`src/rtl/oam_dma_controller_pkg.sv`:
```
`default_nettype none
// ============================================================================
//  Module   : dma_pkg
//  Brief    : Shared types, address constants and helpers for the OAM DMA
//             controller.
//  Revision : 1.0 - initial release
// ============================================================================
package dma_pkg;

    typedef enum logic [1:0] {
        IDLE  = 2'd0,
        START = 2'd1,
        XFER  = 2'd2
    } dma_state_t;

    localparam logic [15:0] DMA_REG_ADDR = 16'hFF46;
    localparam logic [15:0] HRAM_LO      = 16'hFF80;
    localparam logic [15:0] HRAM_HI      = 16'hFFFE;
    localparam logic [7:0]  ECHO_BASE    = 8'hE0;

    // Source pages at or above the echo region fold back onto work RAM.
    function automatic logic [15:0] dma_src_addr(input logic [7:0] src_hi,
                                                 input logic [7:0] idx);
        logic [7:0] w_hi;
        w_hi = (src_hi >= ECHO_BASE) ? (src_hi - 8'h20) : src_hi;
        return {w_hi, idx};
    endfunction

    function automatic logic is_hram(input logic [15:0] addr);
        return (addr >= HRAM_LO) && (addr <= HRAM_HI);
    endfunction

endpackage
`default_nettype wire

```
`src/rtl/oam_dma_controller_if.sv`:
```
`default_nettype none
// ============================================================================
//  Module   : oam_dma_controller_if
//  Brief    : CPU-side, system-bus-side and OAM-port signals of the OAM DMA
//             controller. The controller takes the slave view; the CPU, bus
//             and PPU environment takes the master view.
//  Revision : 1.0 - initial release
// ============================================================================
interface oam_dma_controller_if;
    logic        cpu_req;
    logic        cpu_we;
    logic [15:0] cpu_addr;
    logic [7:0]  cpu_wdata;
    logic [7:0]  cpu_rdata;
    logic        cpu_wait;
    logic        bus_req;
    logic        bus_we;
    logic [15:0] bus_addr;
    logic [7:0]  bus_wdata;
    logic [7:0]  bus_rdata;
    logic        oam_we;
    logic [7:0]  oam_addr;
    logic [7:0]  oam_wdata;
    logic        dma_active;

    modport slave (
        input  cpu_req, cpu_we, cpu_addr, cpu_wdata, bus_rdata,
        output cpu_rdata, cpu_wait, bus_req, bus_we, bus_addr, bus_wdata,
               oam_we, oam_addr, oam_wdata, dma_active
    );

    modport master (
        output cpu_req, cpu_we, cpu_addr, cpu_wdata, bus_rdata,
        input  cpu_rdata, cpu_wait, bus_req, bus_we, bus_addr, bus_wdata,
               oam_we, oam_addr, oam_wdata, dma_active
    );
endinterface
`default_nettype wire

```
`src/rtl/oam_dma_controller_cpu_bus_gate.sv`:
```
`default_nettype none
// ============================================================================
//  Module   : cpu_bus_gate
//  Brief    : Combinational CPU access filter. Decides whether a CPU access
//             reaches the system bus, must stall, or is blocked, and selects
//             the CPU read data.
//  Config   : OAM_DMA_BUS_CONFLICT_EN - blocked reads during XFER return the
//             last byte fetched by the DMA engine instead of 8'hFF.
//  Revision : 1.0 - initial release
// ============================================================================
module cpu_bus_gate
    import dma_pkg::*;
(
    input  wire dma_state_t  i_state,
    input  wire logic        i_slot0,
    input  wire logic [7:0]  i_data_q,
    input  wire logic [7:0]  i_src_hi,
    input  wire logic        i_cpu_req,
    input  wire logic        i_cpu_we,
    input  wire logic [15:0] i_cpu_addr,
    input  wire logic [7:0]  i_bus_rdata,
    output logic             o_fwd,
    output logic             o_wait,
    output logic             o_reg_wr,
    output logic [7:0]       o_rdata
);

`ifdef OAM_DMA_BUS_CONFLICT_EN
    localparam logic c_CONFLICT = 1'b1;
`else
    localparam logic c_CONFLICT = 1'b0;
`endif

    logic w_is_reg;
    logic w_is_hram;

    // Classify the CPU access and route it: register, pass-through, stall or block.
    always_comb begin
        w_is_reg  = (i_cpu_addr == DMA_REG_ADDR);
        w_is_hram = is_hram(i_cpu_addr);
        o_reg_wr  = i_cpu_req & i_cpu_we & w_is_reg;
        o_fwd     = 1'b0;
        o_wait    = 1'b0;
        o_rdata   = 8'hFF;
        if (w_is_reg) begin
            // The DMA source register is local and never reaches the bus.
            o_rdata = i_src_hi;
        end else if (i_state == IDLE) begin
            o_fwd   = i_cpu_req;
            o_rdata = i_bus_rdata;
        end else if (w_is_hram) begin
            // HRAM stays reachable except on the cycle the DMA owns the bus.
            o_rdata = i_bus_rdata;
            if (i_slot0) begin
                o_wait = i_cpu_req;
            end else begin
                o_fwd  = i_cpu_req;
            end
        end else if (c_CONFLICT && (i_state == XFER)) begin
            o_rdata = i_data_q;
        end
    end

endmodule
`default_nettype wire

```
`src/rtl/oam_dma_controller.sv`:
```
`default_nettype none
// ============================================================================
//  Module   : oam_dma_controller
//  Brief    : OAM DMA sequencer. A CPU write to FF46 copies DMA_LEN bytes from
//             {FF46,8'h00} into OAM while arbitrating the shared system bus
//             between the CPU and the DMA engine.
//  Config   : OAM_DMA_BUS_CONFLICT_EN - bus-conflict read data (see
//             cpu_bus_gate).
//  Revision : 1.0 - initial release
// ============================================================================
module oam_dma_controller
    import dma_pkg::*;
#(
    parameter int CYCLES_PER_BYTE = 4,
    parameter int START_DELAY     = 4,
    parameter int DMA_LEN         = 160
)
(
    input  wire logic             clk,
    input  wire logic             reset,
    oam_dma_controller_if.slave   dma_if
);

    localparam int c_CNT_MAX = (START_DELAY > CYCLES_PER_BYTE) ? START_DELAY : CYCLES_PER_BYTE;
    localparam int c_CNT_W   = (c_CNT_MAX > 1) ? $clog2(c_CNT_MAX) : 1;

    localparam logic [c_CNT_W-1:0] c_START_LAST = c_CNT_W'(START_DELAY - 1);
    localparam logic [c_CNT_W-1:0] c_SLOT_LAST  = c_CNT_W'(CYCLES_PER_BYTE - 1);
    localparam logic [c_CNT_W-1:0] c_SLOT_PRE   = c_CNT_W'(CYCLES_PER_BYTE - 2);
    localparam logic [c_CNT_W-1:0] c_CAPTURE    = c_CNT_W'(1);
    localparam logic [7:0]         c_IDX_LAST   = 8'(DMA_LEN - 1);

    dma_state_t         r_state;
    logic [c_CNT_W-1:0] r_cnt;
    logic [7:0]         r_idx;
    logic [7:0]         r_src_hi;
    logic [7:0]         r_data_q;
    logic               r_oam_we;
    logic [7:0]         r_oam_addr;
    logic               r_active;

    logic               w_slot0;
    logic [15:0]        w_src_addr;
    logic               w_fwd;
    logic               w_wait;
    logic               w_reg_wr;
    logic [7:0]         w_cpu_rdata;
    logic [7:0]         w_oam_wdata;

    assign w_slot0    = (r_state == XFER) && (r_cnt == '0);
    assign w_src_addr = dma_src_addr(r_src_hi, r_idx);

    cpu_bus_gate u_gate (
        .i_state     (r_state),
        .i_slot0     (w_slot0),
        .i_data_q    (r_data_q),
        .i_src_hi    (r_src_hi),
        .i_cpu_req   (dma_if.cpu_req),
        .i_cpu_we    (dma_if.cpu_we),
        .i_cpu_addr  (dma_if.cpu_addr),
        .i_bus_rdata (dma_if.bus_rdata),
        .o_fwd       (w_fwd),
        .o_wait      (w_wait),
        .o_reg_wr    (w_reg_wr),
        .o_rdata     (w_cpu_rdata)
    );

    // With two-cycle slots the byte arrives on the write cycle itself, so it
    // must bypass the capture register.
    generate
        if (CYCLES_PER_BYTE == 2) begin : g_wdata_bypass
            assign w_oam_wdata = dma_if.bus_rdata;
        end else begin : g_wdata_latched
            assign w_oam_wdata = r_data_q;
        end
    endgenerate

    // Transfer sequencer: START delay, per-byte slots, and FF46 (re)start.
    always_ff @(posedge clk) begin
        if (!reset) begin
            r_state    <= IDLE;
            r_cnt      <= '0;
            r_idx      <= 8'h00;
            r_src_hi   <= 8'hFF;
            r_data_q   <= 8'h00;
            r_oam_we   <= 1'b0;
            r_oam_addr <= 8'h00;
            r_active   <= 1'b0;
        end else begin
            r_oam_we <= 1'b0;
            case (r_state)
                START: begin
                    if (r_cnt == c_START_LAST) begin
                        r_state <= XFER;
                        r_cnt   <= '0;
                    end else begin
                        r_cnt <= r_cnt + 1'b1;
                    end
                end
                XFER: begin
                    if (r_cnt == c_CAPTURE) begin
                        r_data_q <= dma_if.bus_rdata;
                    end
                    // Arm the OAM strobe so it is registered on the slot's last cycle.
                    if (r_cnt == c_SLOT_PRE) begin
                        r_oam_we   <= 1'b1;
                        r_oam_addr <= r_idx;
                    end
                    if (r_cnt == c_SLOT_LAST) begin
                        r_cnt <= '0;
                        if (r_idx == c_IDX_LAST) begin
                            r_state  <= IDLE;
                            r_active <= 1'b0;
                            r_idx    <= 8'h00;
                        end else begin
                            r_idx <= r_idx + 1'b1;
                        end
                    end else begin
                        r_cnt <= r_cnt + 1'b1;
                    end
                end
                default: ;
            endcase
            // A register write restarts from scratch in any state; a DMA read
            // already on the bus this cycle still completes.
            if (w_reg_wr) begin
                r_src_hi <= dma_if.cpu_wdata;
                r_state  <= START;
                r_cnt    <= '0;
                r_idx    <= 8'h00;
                r_active <= 1'b1;
                r_oam_we <= 1'b0;
            end
        end
    end

    assign dma_if.bus_req    = w_slot0 | w_fwd;
    assign dma_if.bus_we     = w_fwd & dma_if.cpu_we;
    assign dma_if.bus_addr   = w_slot0 ? w_src_addr : dma_if.cpu_addr;
    assign dma_if.bus_wdata  = dma_if.cpu_wdata;
    assign dma_if.cpu_rdata  = w_cpu_rdata;
    assign dma_if.cpu_wait   = w_wait;
    assign dma_if.oam_we     = r_oam_we;
    assign dma_if.oam_addr   = r_oam_addr;
    assign dma_if.oam_wdata  = w_oam_wdata;
    assign dma_if.dma_active = r_active;

endmodule
`default_nettype wire

```
`src/flat_wrapper.sv`:
```
// flat-port wrapper written by rule: the top's interface ports become plain ports
module oam_dma_controller_flat import dma_pkg::*;
#(
    parameter int CYCLES_PER_BYTE = 4,
    parameter int START_DELAY     = 4,
    parameter int DMA_LEN         = 160
)
  (clk, reset, dma_if_cpu_req, dma_if_cpu_we, dma_if_cpu_addr, dma_if_cpu_wdata, dma_if_bus_rdata, dma_if_cpu_rdata, dma_if_cpu_wait, dma_if_bus_req, dma_if_bus_we, dma_if_bus_addr, dma_if_bus_wdata, dma_if_oam_we, dma_if_oam_addr, dma_if_oam_wdata, dma_if_dma_active);
  oam_dma_controller_if dma_if_i ();
  input  wire logic clk;
  input  wire logic reset;
  input wire logic [$bits(dma_if_i.cpu_req)-1:0] dma_if_cpu_req;
  input wire logic [$bits(dma_if_i.cpu_we)-1:0] dma_if_cpu_we;
  input wire logic [$bits(dma_if_i.cpu_addr)-1:0] dma_if_cpu_addr;
  input wire logic [$bits(dma_if_i.cpu_wdata)-1:0] dma_if_cpu_wdata;
  input wire logic [$bits(dma_if_i.bus_rdata)-1:0] dma_if_bus_rdata;
  output wire logic [$bits(dma_if_i.cpu_rdata)-1:0] dma_if_cpu_rdata;
  output wire logic [$bits(dma_if_i.cpu_wait)-1:0] dma_if_cpu_wait;
  output wire logic [$bits(dma_if_i.bus_req)-1:0] dma_if_bus_req;
  output wire logic [$bits(dma_if_i.bus_we)-1:0] dma_if_bus_we;
  output wire logic [$bits(dma_if_i.bus_addr)-1:0] dma_if_bus_addr;
  output wire logic [$bits(dma_if_i.bus_wdata)-1:0] dma_if_bus_wdata;
  output wire logic [$bits(dma_if_i.oam_we)-1:0] dma_if_oam_we;
  output wire logic [$bits(dma_if_i.oam_addr)-1:0] dma_if_oam_addr;
  output wire logic [$bits(dma_if_i.oam_wdata)-1:0] dma_if_oam_wdata;
  output wire logic [$bits(dma_if_i.dma_active)-1:0] dma_if_dma_active;
  assign dma_if_i.cpu_req = dma_if_cpu_req;
  assign dma_if_i.cpu_we = dma_if_cpu_we;
  assign dma_if_i.cpu_addr = dma_if_cpu_addr;
  assign dma_if_i.cpu_wdata = dma_if_cpu_wdata;
  assign dma_if_i.bus_rdata = dma_if_bus_rdata;
  assign dma_if_cpu_rdata = dma_if_i.cpu_rdata;
  assign dma_if_cpu_wait = dma_if_i.cpu_wait;
  assign dma_if_bus_req = dma_if_i.bus_req;
  assign dma_if_bus_we = dma_if_i.bus_we;
  assign dma_if_bus_addr = dma_if_i.bus_addr;
  assign dma_if_bus_wdata = dma_if_i.bus_wdata;
  assign dma_if_oam_we = dma_if_i.oam_we;
  assign dma_if_oam_addr = dma_if_i.oam_addr;
  assign dma_if_oam_wdata = dma_if_i.oam_wdata;
  assign dma_if_dma_active = dma_if_i.dma_active;
  oam_dma_controller #(.CYCLES_PER_BYTE(CYCLES_PER_BYTE), .START_DELAY(START_DELAY), .DMA_LEN(DMA_LEN)) u_core (.clk(clk), .reset(reset), .dma_if(dma_if_i));
endmodule
```
`config.mk`:
```
export PLATFORM = sky130hd
export DESIGN_NAME = oam_dma_controller_flat
export DESIGN_NICKNAME = d
export VERILOG_FILES = /design/src/rtl/oam_dma_controller_pkg.sv /design/src/rtl/oam_dma_controller_if.sv /design/src/rtl/oam_dma_controller_cpu_bus_gate.sv /design/src/rtl/oam_dma_controller.sv /design/src/flat_wrapper.sv
export SDC_FILE = /design/constraint.sdc
export NUM_CORES = 1
export LEC_CHECK = 0
export BUFFER_PORTS_ARGS = -buffer_cell sky130_fd_sc_hd__buf_2
export CORE_MARGIN = 1
export CORE_UTILIZATION = 37
export DETAILED_ROUTE_END_ITERATION = 8
export GPL_TIMING_DRIVEN = 1
export PLACE_DENSITY = 0.63
export SYNTH_ARGS = -nofsm -noshare
export SYNTH_HDL_FRONTEND = slang
export SYNTH_HIERARCHICAL = 1
export SYNTH_SLANG_ARGS = --single-unit
```
`constraint.sdc`:
```
create_clock -name clk -period 3.9 [get_ports clk]
set_clock_uncertainty 0.05 [all_clocks]
set_input_delay 0.39 -clock clk [delete_from_list [all_inputs] [get_ports clk]]
set_output_delay 0.39 -clock clk [all_outputs]
set_load 0.02 [all_outputs]
```
==> summary.txt, run 1 <==
Run status
  • Outcome: finished, final reports clean

Global route
  • Vias in the first global route: 1829
  • Pin count of the biggest net entering global routing: 30
  • Initial antenna violation count: 0
  • Wire length of the first global-routing pass: 8990 um
  • GRT overflow: 0
  • Total global-route track usage: 18.6%

Clocking
  • Number of setup buffers added after CTS: 0
  • Clock latency reported for the late side of the worst-skew pair: 0.29 ns
  • Clock tree from TritonCTS: done
  • # resized after CTS: 0
  • Inserted Clock Buffers: 5
  • Reg clk slew, reported paths: approximately 0.070 ns
  • Master cell of the clock root buffer: clkbuf_8
  • H-tree levels: 2
  • Post-cts hold buffer count: 0
  • Total number of clock tree sinks: 38
  • Clock Tree Buf Depth: 2

Layout
  • Count of nets after finishing: just under 400
  • Share of post-route cells with drive strength above 1: 35.1%
  • Number of inserted filler cells in the final layout: ~570
  • Fin area: 2720 um^2
  • Core occupancy in the finished layout: 48.1%
  • Area growth from synthesis to layout: 22.8%
  • Number of diodes: 0

Worst setup path
  • Ordered cell list for the critical path: buf_2 > or4_4 > nor3_4 > nand2_2 > nor2_1 > buf_4 > mux2i_1 > nand2_1
  • Critical Path Fanout Max: 11
  • Required time of the critical path: 4.01 ns
  • Critical setup path kind: in2reg
  • Combined buffer and inverter count along the critical path: 2
  • CP Capture Type: flip-flop
  • Critical-path top delay cell: nor2_1
  • Dominant delay contributor by cell family on the critical path: simple AND/OR/NAND/NOR gates
  • Delay of the slowest critical-path stage: 0.60 ns
  • CP Launch Type: input port
  • Worst path arrival time: approximately 2.7 ns

Synth
  • Synthesized instance count: 266
  • Main flop type after synthesis: dfxtp_1
  • Yosys synthesis warning count: 6
  • Cell area after technology mapping: 2210 um^2
  • Most common library cells after synthesis: nand2_1, dfxtp_1, nand3_1
  • Post-Synth Simple-Gate Area: a little under a quarter
  • Synth Register Bits: 38
  • Post-synth EDFFs: 0
  • Sequential element share of the synthesized area: 34.4%
  • Synthesized-area fraction occupied by ao, oa, aoi and oai cells: around a fifth
  • Cell types occupying the most area after synthesis: dfxtp_1, nand2_1, mux2_2
  • Share of synthesized area spent on multiplexers: 8.77%
  • Number of distinct library cell variants in the gate-level netlist after synthesis: 46
  • Combinational family with the most area after synthesis: simple AND/OR/NAND/NOR gates
  • Syn nets: 311
  • Cell type with the largest total area after synthesis: dfxtp_1
  • Mean post-synth cell area: 8.32 um^2
  • Synthesized-area fraction occupied by xor and xnor cells: 0.396%
  • Area share of the largest cell type after synthesis: between 30 and 40%
  • Fraction of the mapped netlist area in adder cells: 5.09%
  • Proportion of synthesized flip-flops having asynchronous set or reset: 0%
  • Most numerous cell in the Yosys netlist: nand2_1

Power and ir drop
  • Internal power of the cells: between 0.5 and 0.6 mW
  • Net switching power figure: 0.189 mW
  • Switch share: 25.0%
  • Clock network fraction of design power: 36.5%
  • Sequential Power Share: about half
  • Worst-case vdd ir drop: about 0.13 mV
  • PD cells: 278 nW/um^2
  • Comb pwr share: 12.2%
  • Cell leakage power: 1.18 nW

Detailed routing
  • Starting DRT DRC Count: between 100 and 150
  • Per-cell routed wire length: 13.8 um
  • Total via count after detailed routing: 2076
  • Via-per-instance ratio: 5.01
  • Length of the first detailed-routing pass in iterations: 4
  • Remaining design rule violation count: 0
  • Final wirelength: 5700 um
  • Antenna violation net count after detailed routing: 0

Place
  • Placed wire-length estimate: 4430 um
  • Number of port buffers: 88
  • Placement Cell Area: 2630 um^2
  • Global placement routability congestion: 0.844

STA
  • Total setup violations reported at the end of the flow: 0
  • Relative max-transition margin: a little over two fifths
  • Post-route clock period utilization: 66.6%
  • Post-Route Hold Slack: 0.277 ns
  • Setup TNS: 0 ns
  • Actual slew at the worst max-slew pin: about 0.84 ns
  • Maximum clock frequency: 385 MHz
  • Setup repair after global routing missed its margin: false
  • Min Clock Period, post-route: between 2 and 3 ns
  • Number of pins exceeding their max-slew limit in the final report: 0
  • Final hold violation count: 0

Die
  • Die Y-Extent: between 70 and 80 um
  • CORE AREA: 5640 um^2
  • Horizontal die dimension: 79.3 um
  • FP Rows: 27
  • Initial Utilization: 39.2%
  • Top Ports: 89
  • DIE AREA: 6290 um^2

Job
  • Number of max-cap violations: 0

Worst hold path
  • Hold/Removal Path Class: in2reg
-- cell usage in the layout, fill, tap and decap left out, drive strengths merged, types with 2 or more instances in the layout --
cell	count
mux2i	7
ha	9
o211ai	5
or4	3
inv	10
nand3	22
nor3	2
nor2	9
and2	2
nand2b	2
a21boi	16
or2	2
mux2	11
o21ai	9
dfxtp	38
nand4	4
o31ai	4
a2bb2oi	8
a21oi	17
or3	3
nand2	46
clkbuf	7
and3	2
buf	91
-- metrics by stage --
step / std cells / worst slack [ns] / power, mW
floorplan: 266 / 1.54 / 0.451
global placement: 406 / 1.03 / 0.489
detailed placement: 406 / 1.01 / 0.489
CTS: 414 / 1.30 / 0.763
global route: 414 / 1.15 / 0.788
finish: 414 / 1.30 / 0.756
-- registers in the layout (all words and copies together), names as in the netlist --
name                      cells
u_core/dma_if.oam_addr        8
u_core/dma_if.oam_wdata       8
u_core/r_idx                  8
u_core/r_src_hi               8
u_core/r_cnt                  2
u_core/r_state                2
u_core/dma_if.dma_active      1
u_core/dma_if.oam_we          1
-- worst paths after layout --
path	slack, ns	start	endpoint	cells after the start
setup / recovery	1.30	dma_if_cpu_addr[3]	u_core/r_src_hi[3]$_SDFFE_PN1P_	8
setup reg to reg	2.01	u_core/r_cnt[0]$_SDFFE_PP0P_	u_core/r_idx[6]$_SDFFE_PP0P_	4
hold reg to reg	0.41	u_core/dma_if.oam_wdata[2]$_SDFFE_PN0P_	u_core/dma_if.oam_wdata[2]$_SDFFE_PN0P_	2
hold / removal	0.28	dma_if_cpu_wdata[3]	u_core/r_src_hi[3]$_SDFFE_PN1P_	3
-- routing by layer --
layer,vias up,wire [um],global-route usage (%)
li1,1086,-,-
met1,937,2760,25.1
met2,42,2620,28.8
met3,11,208,3.56
met4,0,112,7.64
met5,-,0,0
-- logic make-up (layout without fill, tap and decap cells) --
group,Yosys count,in the layout
multiplexers,18,18
flip-flops,38,38
XOR/XNOR,1,1
AO/OA/AOI/OAI,66,66
buffers and inverters,33,109
AND/OR/NAND/NOR,101,101
adder cells (fa/ha/maj),9,9
-- power by group through the flow --
| stage | Combinational, mW | Clock (mW) | Sequential [mW] |
|---|---|---|---|
| after CTS | 0.0929 | 0.282 | 0.388 |
| after global placement | 0.0923 | 0 | 0.397 |
| after global routing | 0.0994 | 0.301 | 0.387 |
| after floorplan | 0.0544 | 0 | 0.397 |
| final | 0.0922 | 0.276 | 0.388 |
| after detailed placement | 0.0926 | 0 | 0.397 |
-- area by class of cell --
class / count / area (um^2) / area share [%]
clock buffer: 7 / 86.3 / 3.18
timing repair buffer: 91 / 463 / 17.0
clock inverter: 1 / 5.00 / 0.184
sequential: 38 / 761 / 28.0
tap: 72 / 90.1 / 3.32
multi-input combinational: 195 / 1270 / 46.9
inverter: 10 / 37.5 / 1.38
-- tightest hold or removal path, stage by stage --
cell	delay (ns)
buf_2	0.08
mux2i_1	0.06
nand2_1	0.06
(Power assumes the default switching activity.)
==> inputs of run 2 (changes only) <==
- clock period: 3.9 -> 2.45 ns (I/O delays scaled with it)
==> summary.txt, run 2 (synthesis results as in run 1) <==
STA
  • Actual slew at the worst max-slew pin: 0.459 ns (-0.378 ns)
  • Maximum clock frequency: 446 MHz
  • Setup TNS: 0 ns (unchanged)
  • Total setup violations reported at the end of the flow: 0 (unchanged)
  • Final hold violation count: 0 (unchanged)
  • Setup repair after global routing missed its margin: false
  • Post-route clock period utilization: around nine tenths
  • Min Clock Period, post-route: around 2.2 ns
  • Relative max-transition margin: 69.4% (+26 points)
  • Number of pins exceeding their max-slew limit in the final report: 0 (unchanged)

Power and ir drop
  • Worst-case vdd ir drop: 0.230 mV (+81%)
  • PD cells: 471 nW/um^2 (+69%)
  • Cell leakage power: 1.20 nW (+2.1%)

Worst setup path
  • Delay of the slowest critical-path stage: 0.40 ns (-0.20 ns)
  • Critical setup path kind: reg2out
  • CP Capture Type: output pin
  • Critical Path Fanout Max: 5 (-6)
  • Worst path arrival time: 1.95 ns (-0.76 ns)
  • CP Launch Type: flip-flop
  • Cell type with the highest occurrence count on the critical path: inv_1
  • Reg2reg setup slack: 0.58 ns (-1.43 ns)
  • Required time of the critical path: 2.15 ns (-1.86 ns)
  • Combined buffer and inverter count along the critical path: 3 (+1)
  • Start of the worst register-to-register path: u_core/r_state[0]$_SDFFE_PN0P_
  • Capture instance of the worst register-to-register path: u_core/r_idx[6]$_SDFFE_PP0P_
  • R2R cell count: 6 (+2)
  • Dominant delay contributor by cell family on the critical path: simple AND/OR/NAND/NOR gates
  • Ordered cell list for the critical path: inv_1 > ha_1 > nand2_1 > inv_1 > o41ai_1 > and3_2 > and2_1 > buf_2
  • Critical-path top delay cell: dfxtp_1

Global route
  • Vias in the first global route: 1864 (+1.9%)
  • Initial antenna violation count: 0 (unchanged)
  • GRT overflow: 0 (unchanged)
  • Wire length of the first global-routing pass: 9150 um (+1.8%)
  • Total global-route track usage: 19.0% (+0.39 points)
  • Pin count of the biggest net entering global routing: 30 (unchanged)

Clocking
  • Reg clk slew, reported paths: 0.08 ns (about the same)
  • Clock tree from TritonCTS: done
  • Clock Tree Buf Depth: 2 (unchanged)
  • Total number of clock tree sinks: 38 (unchanged)
  • # resized after CTS: 0 (unchanged)
  • Number of setup buffers added after CTS: 0 (unchanged)
  • H-tree levels: 2 (unchanged)
  • Master cell of the clock root buffer: clkbuf_8
  • Post-cts hold buffer count: 0 (unchanged)
  • Clock latency reported for the late side of the worst-skew pair: 0.30 ns (about the same)
  • Inserted Clock Buffers: 5 (unchanged)

Layout
  • Commonest non-fill, non-tap cell in the layout: buf_2
  • Core occupancy in the finished layout: 48.9% (+0.71 points)
  • Count of nets after finishing: 389 (+0.78%)
  • Number of inserted filler cells in the final layout: 589 (+4.1%)
  • Share of post-route cells with drive strength above 1: 35.9% (+0.85 points)
  • Most frequent cells in the layout: buf_2, nand2_1, dfxtp_1
  • Area growth from synthesis to layout: 24.6%
  • Number of diodes: 0 (unchanged)

Detailed routing
  • Starting DRT DRC Count: 102 (-2.9%)
  • Total via count after detailed routing: 2143 (+3.2%)
  • Top layer reached by signal wires: met4
  • Routed metal-1 wirelength: 2690 um (-2.3%)
  • Met3 Routed Length: 232 um (+12%)
  • Remaining design rule violation count: 0 (unchanged)
  • Final wirelength: 5730 um (+0.53%)
  • Antenna violation net count after detailed routing: 0 (unchanged)
  • Via-per-instance ratio: 5.14 (+2.5%)
  • Length of the first detailed-routing pass in iterations: 5 (+1)
  • Metal2 WL: 2690 um (+2.5%)
  • Per-cell routed wire length: 13.7 um (-0.20%)

Worst hold path
  • Source of the worst hold timing path: dma_if_cpu_wdata[7]
  • Hold/Removal Path Class: in2reg
  • Hold-critical path endpoint: u_core/r_src_hi[7]$_SDFFE_PN1P_
  • Hold Path Depth: 3 (unchanged)

Die
  • CORE AREA: 5640 um^2 (unchanged)
  • DIE AREA: 6290 um^2 (unchanged)
  • Horizontal die dimension: 79.3 um (unchanged)
  • Initial Utilization: 39.2% (unchanged)
  • Top Ports: 89 (unchanged)
  • FP Rows: 27 (unchanged)
  • Die Y-Extent: 79.3 um (unchanged)

Job
  • Number of max-cap violations: 0 (unchanged)

Place
  • Number of port buffers: 88 (unchanged)
  • Placed wire-length estimate: 4370 um (-1.4%)
  • Global placement routability congestion: 0.787 (-6.8%)

Run status
  • Outcome: finished, final reports clean
-- run 2: power by group --
group	leakage (nW)	switching, mW	internal, mW
clock network	0.0579	0.235	0.300
logic	0.838	0.0872	0.0591
registers	0.306	0.00000128	0.617
total	1.20	0.322	0.976
-- run 2: per-stage QoR --
step                      instance area (um^2)  hold slack, ns  std cells  total power, mW  setup slack [ns]
final                                     2760           0.124        417             1.30             0.206
after global routing                      2760           0.122        417             1.35            0.0452
after CTS                                 2760           0.117        417             1.31             0.195
after detailed placement                  2650           0.404        409            0.778             0.228
after global placement                    2650           0.401        409            0.779             0.259
after floorplan                           2210           0.323        266            0.718             0.236
-- run 2: area by class of cell --
class | instances | area, um^2 | area share (%)
Timing Repair Buffer | 94 | 485 | 17.6
Clock inverter | 3 | 40.0 | 1.45
Sequential cell | 38 | 761 | 27.6
Inverter | 10 | 37.5 | 1.36
Clock buffer | 5 | 68.8 | 2.50
Tap cell | 72 | 90.1 | 3.27
Multi-Input combinational cell | 195 | 1270 | 46.2
-- run 2: worst min-delay path: cells and delay by family --
family                 cells  cell delay (ns)
buffers and inverters      1             0.09
multiplexers               1             0.06
AND/OR/NAND/NOR            1             0.06
-- run 2: worst max-delay path by stage --
| stage | startpoint | end | slack, ns | cells past startpoint |
|---|---|---|---|---|
| floorplan | u_core/r_state[0]$_SDFFE_PN0P_ | dma_if_bus_we | 0.24 | 9 |
| CTS | u_core/r_cnt[0]$_SDFFE_PP0P_ | dma_if_bus_we | 0.19 | 8 |
| global placement | dma_if_cpu_addr[3] | u_core/r_cnt[1]$_SDFFE_PP0P_ | 0.26 | 8 |
| finish | u_core/r_cnt[0]$_SDFFE_PP0P_ | dma_if_bus_we | 0.21 | 8 |
| detailed placement | dma_if_cpu_addr[3] | u_core/r_cnt[0]$_SDFFE_PP0P_ | 0.23 | 8 |
| global route | u_core/r_cnt[0]$_SDFFE_PP0P_ | dma_if_bus_req | 0.05 | 8 |
-- run 2: per-layer routing --
layer | vias up | global-route usage, %
li1 | 1093 | -
met1 | 985 | 25.9
met2 | 52 | 29.1
met3 | 13 | 3.79
met4 | 0 | 7.64
met5 | - | 0
==> inputs of run 3 (changes only) <==
--- a/config.mk
+++ b/config.mk
@@ -7,2 +7,3 @@
 export LEC_CHECK = 0
+export ABC_AREA = 1
 export BUFFER_PORTS_ARGS = -buffer_cell sky130_fd_sc_hd__buf_2
--- a/constraint.sdc
+++ b/constraint.sdc
@@ -4,2 +4,2 @@
 set_output_delay 0.245 -clock clk [all_outputs]
-set_load 0.02 [all_outputs]
+set_load 0.005 [all_outputs]
==> summary.txt, run 3 <==
Run status
  • Outcome: finished, final reports clean

STA
  • Number of pins exceeding their max-slew limit in the final report: 0 (unchanged)
  • Relative max-transition margin: 66.3% (-3.1 points)
  • Min Clock Period, post-route: 2.26 ns (+0.0152 ns)
  • Setup TNS: 0 ns (unchanged)
  • Total setup violations reported at the end of the flow: 0 (unchanged)
  • Maximum clock frequency: 443 MHz (-0.67%)
  • Actual slew at the worst max-slew pin: 0.504 ns (+0.0460 ns)
  • Setup repair after global routing missed its margin: false
  • Final hold violation count: 0 (unchanged)
  • Post-route clock period utilization: 92.2% (+0.62 points)

Die
  • Horizontal die dimension: 78.9 um (-0.55%)
  • Die Y-Extent: 78.9 um (-0.55%)
  • FP Rows: 27 (unchanged)
  • DIE AREA: 6220 um^2 (-1.1%)
  • Top Ports: 89 (unchanged)
  • Initial Utilization: 39.0% (-0.21 points)
  • CORE AREA: 5610 um^2 (-0.60%)

Detailed routing
  • Per-cell routed wire length: 11.8 um (-14%)
  • Length of the first detailed-routing pass in iterations: 4 (-1)
  • Remaining design rule violation count: 0 (unchanged)
  • Via-per-instance ratio: 4.70 (-8.5%)
  • Final wirelength: 5650 um (-1.3%)
  • Starting DRT DRC Count: 133 (+30%)
  • Total via count after detailed routing: 2258 (+5.4%)
  • Antenna violation net count after detailed routing: 0 (unchanged)

Layout
  • Core occupancy in the finished layout: 48.7% (-0.13 points)
  • Fin area: 2730 um^2 (-0.86%)
  • Post-Layout Cell Count: 480 (+15%)
  • Commonest non-fill, non-tap cell in the layout: buf_2
  • Most frequent cells in the layout: buf_2, nand2_1, nor2_1
  • Count of nets after finishing: 452 (+16%)
  • Share of post-route cells with drive strength above 1: 30.9% (-5.1 points)
  • Area growth from synthesis to layout: 24.9%
  • Number of diodes: 0 (unchanged)

Place
  • Global placement routability congestion: 0.876 (+11%)
  • Placed Instances: 472 (+15%)
  • Number of port buffers: 88 (unchanged)
  • Placed wire-length estimate: 4510 um (+3.2%)
  • Placement Cell Area: 2620 um^2 (-0.90%)

Synth
  • Sequential element share of the synthesized area: 34.8% (+0.39 points)
  • Cell types occupying the most area after synthesis: dfxtp_1, nand2_1, nor2_1
  • Cell type with the largest total area after synthesis: dfxtp_1
  • Yosys synthesis warning count: 6 (unchanged)
  • Proportion of synthesized flip-flops having asynchronous set or reset: 0% (unchanged)
  • Cell area after technology mapping: 2190 um^2 (-1.1%)
  • Syn nets: 371 (+19%)
  • Main flop type after synthesis: dfxtp_1
  • Number of distinct library cell variants in the gate-level netlist after synthesis: 25 (-46%)
  • Synthesized instance count: 326 (+23%)
  • Area share of the largest cell type after synthesis: 34.8% (+0.39 points)
  • Post-synth EDFFs: 0 (unchanged)
  • Synth Register Bits: 38 (unchanged)
  • Most numerous cell in the Yosys netlist: nand2_1
  • Most common library cells after synthesis: nand2_1, nor2_1, dfxtp_1
  • Mean post-synth cell area: 6.71 um^2 (-19%)

Clocking
  • Post-cts hold buffer count: 0 (unchanged)
  • Master cell of the clock root buffer: clkbuf_8
  • Reg clk slew, reported paths: 0.07 ns (about the same)
  • Total number of clock tree sinks: 38 (unchanged)
  • Clock tree from TritonCTS: done
  • Clock Tree Buf Depth: 2 (unchanged)
  • Inserted Clock Buffers: 5 (unchanged)
  • H-tree levels: 2 (unchanged)
  • # resized after CTS: 0 (unchanged)
  • Clock latency reported for the late side of the worst-skew pair: 0.29 ns (about the same)
  • Number of setup buffers added after CTS: 0 (unchanged)

Worst setup path
  • Worst path arrival time: 1.96 ns (about the same)
  • Ordered cell list for the critical path: ha_1 > nand2_2 > inv_2 > nand2_1 > nand3_1 > nor2_1 > or2_2 > buf_2
  • Critical Path Fanout Max: 11 (+6)
  • CP Launch Type: flip-flop
  • Delay of the slowest critical-path stage: 0.40 ns (about the same)
  • Critical-path top delay cell: dfxtp_1
  • Critical setup path kind: reg2out
  • Required time of the critical path: 2.15 ns (about the same)
  • CP Capture Type: output pin
  • Combined buffer and inverter count along the critical path: 2 (-1)
  • Dominant delay contributor by cell family on the critical path: simple AND/OR/NAND/NOR gates

Global route
  • Initial antenna violation count: 0 (unchanged)
  • Vias in the first global route: 1917 (+2.8%)
  • Wire length of the first global-routing pass: 8760 um (-4.3%)
  • Total global-route track usage: 18.0% (-1.0 points)
  • Pin count of the biggest net entering global routing: 25 (-17%)
  • GRT overflow: 0 (unchanged)

Power and ir drop
  • Worst-case vdd ir drop: 0.240 mV (+4.6%)
  • Cell leakage power: 1.42 nW (+18%)
  • PD cells: 463 nW/um^2 (-1.6%)

Worst hold path
  • Hold/Removal Path Class: in2reg

Job
  • Number of max-cap violations: 0 (unchanged)
==> run 3: logic make-up (layout without fill, tap and decap cells) <==
kind of cell	count (synthesis)	after routing	share of synthesized area, %
AO/OA/AOI/OAI	57	57	13.8
XOR/XNOR	2	2	0.801
adder cells (fa/ha/maj)	9	9	5.15
buffers and inverters	51	133	10.9
flip-flops	38	38	34.8
AND/OR/NAND/NOR	169	169	34.5
==> run 3: worst reg2reg max path: cells and delay by family (launching register included) <==
kind	cells	cell delay [ns]
simple gates	3	0.48
fa+ha+maj	1	0.31
buf+inv	2	0.28
flops	1	0.37
==> run 3: through the flow <==
stage	power, mW	hold WS [ns]	setup WS (ns)
2_1_floorplan	0.690	0.317	0.761
3_3_place_gp	0.755	0.411	0.481
3_5_place_dp	0.755	0.425	0.433
4_1_cts	1.28	0.126	0.187
5_1_grt	1.32	0.131	0.0177
6_report	1.27	0.130	0.191
==> run 3: where the power goes <==
group | switching (mW) | total [mW] | leakage [nW] | internal (mW)
sequential | 0.00000180 | 0.617 | 0.306 | 0.617
combinational | 0.0642 | 0.122 | 1.06 | 0.0581
clock | 0.227 | 0.526 | 0.0579 | 0.300
total | 0.291 | 1.27 | 1.42 | 0.975
==> run 3: routing by layer <==
layer,up-vias,wire length (um),global-route usage (%)
met5,-,0,0
met4,0,71,5.64
met3,6,276,3.22
met2,68,2590,28.9
met1,1002,2720,24.3
li1,1182,-,-
==> run 3: final cells by class <==
type | count | area [um^2]
tap | 72 | 90.1
inverter | 36 | 138
clock buffer | 5 | 68.8
fill | 603 | 2880
sequential | 38 | 761
clock inverter | 3 | 40.0
timing repair buffer | 89 | 448
multi-input combinational | 237 | 1190
==> run 3: worst paths after layout <==
check,cells past startpoint,endpoint,slack [ns],from
worst min register to register,2,u_core/dma_if.oam_wdata[7]$_SDFFE_PN0P_,0.44,u_core/dma_if.oam_wdata[7]$_SDFFE_PN0P_
worst max register to register,6,u_core/dma_if.oam_wdata[6]$_SDFFE_PN0P_,0.86,u_core/r_state[0]$_SDFFE_PN0P_
worst min-delay path,3,u_core/r_src_hi[4]$_SDFFE_PN1P_,0.13,dma_if_cpu_wdata[4]
worst max-delay path,8,dma_if_bus_req,0.19,u_core/r_state[1]$_SDFFE_PP0P_
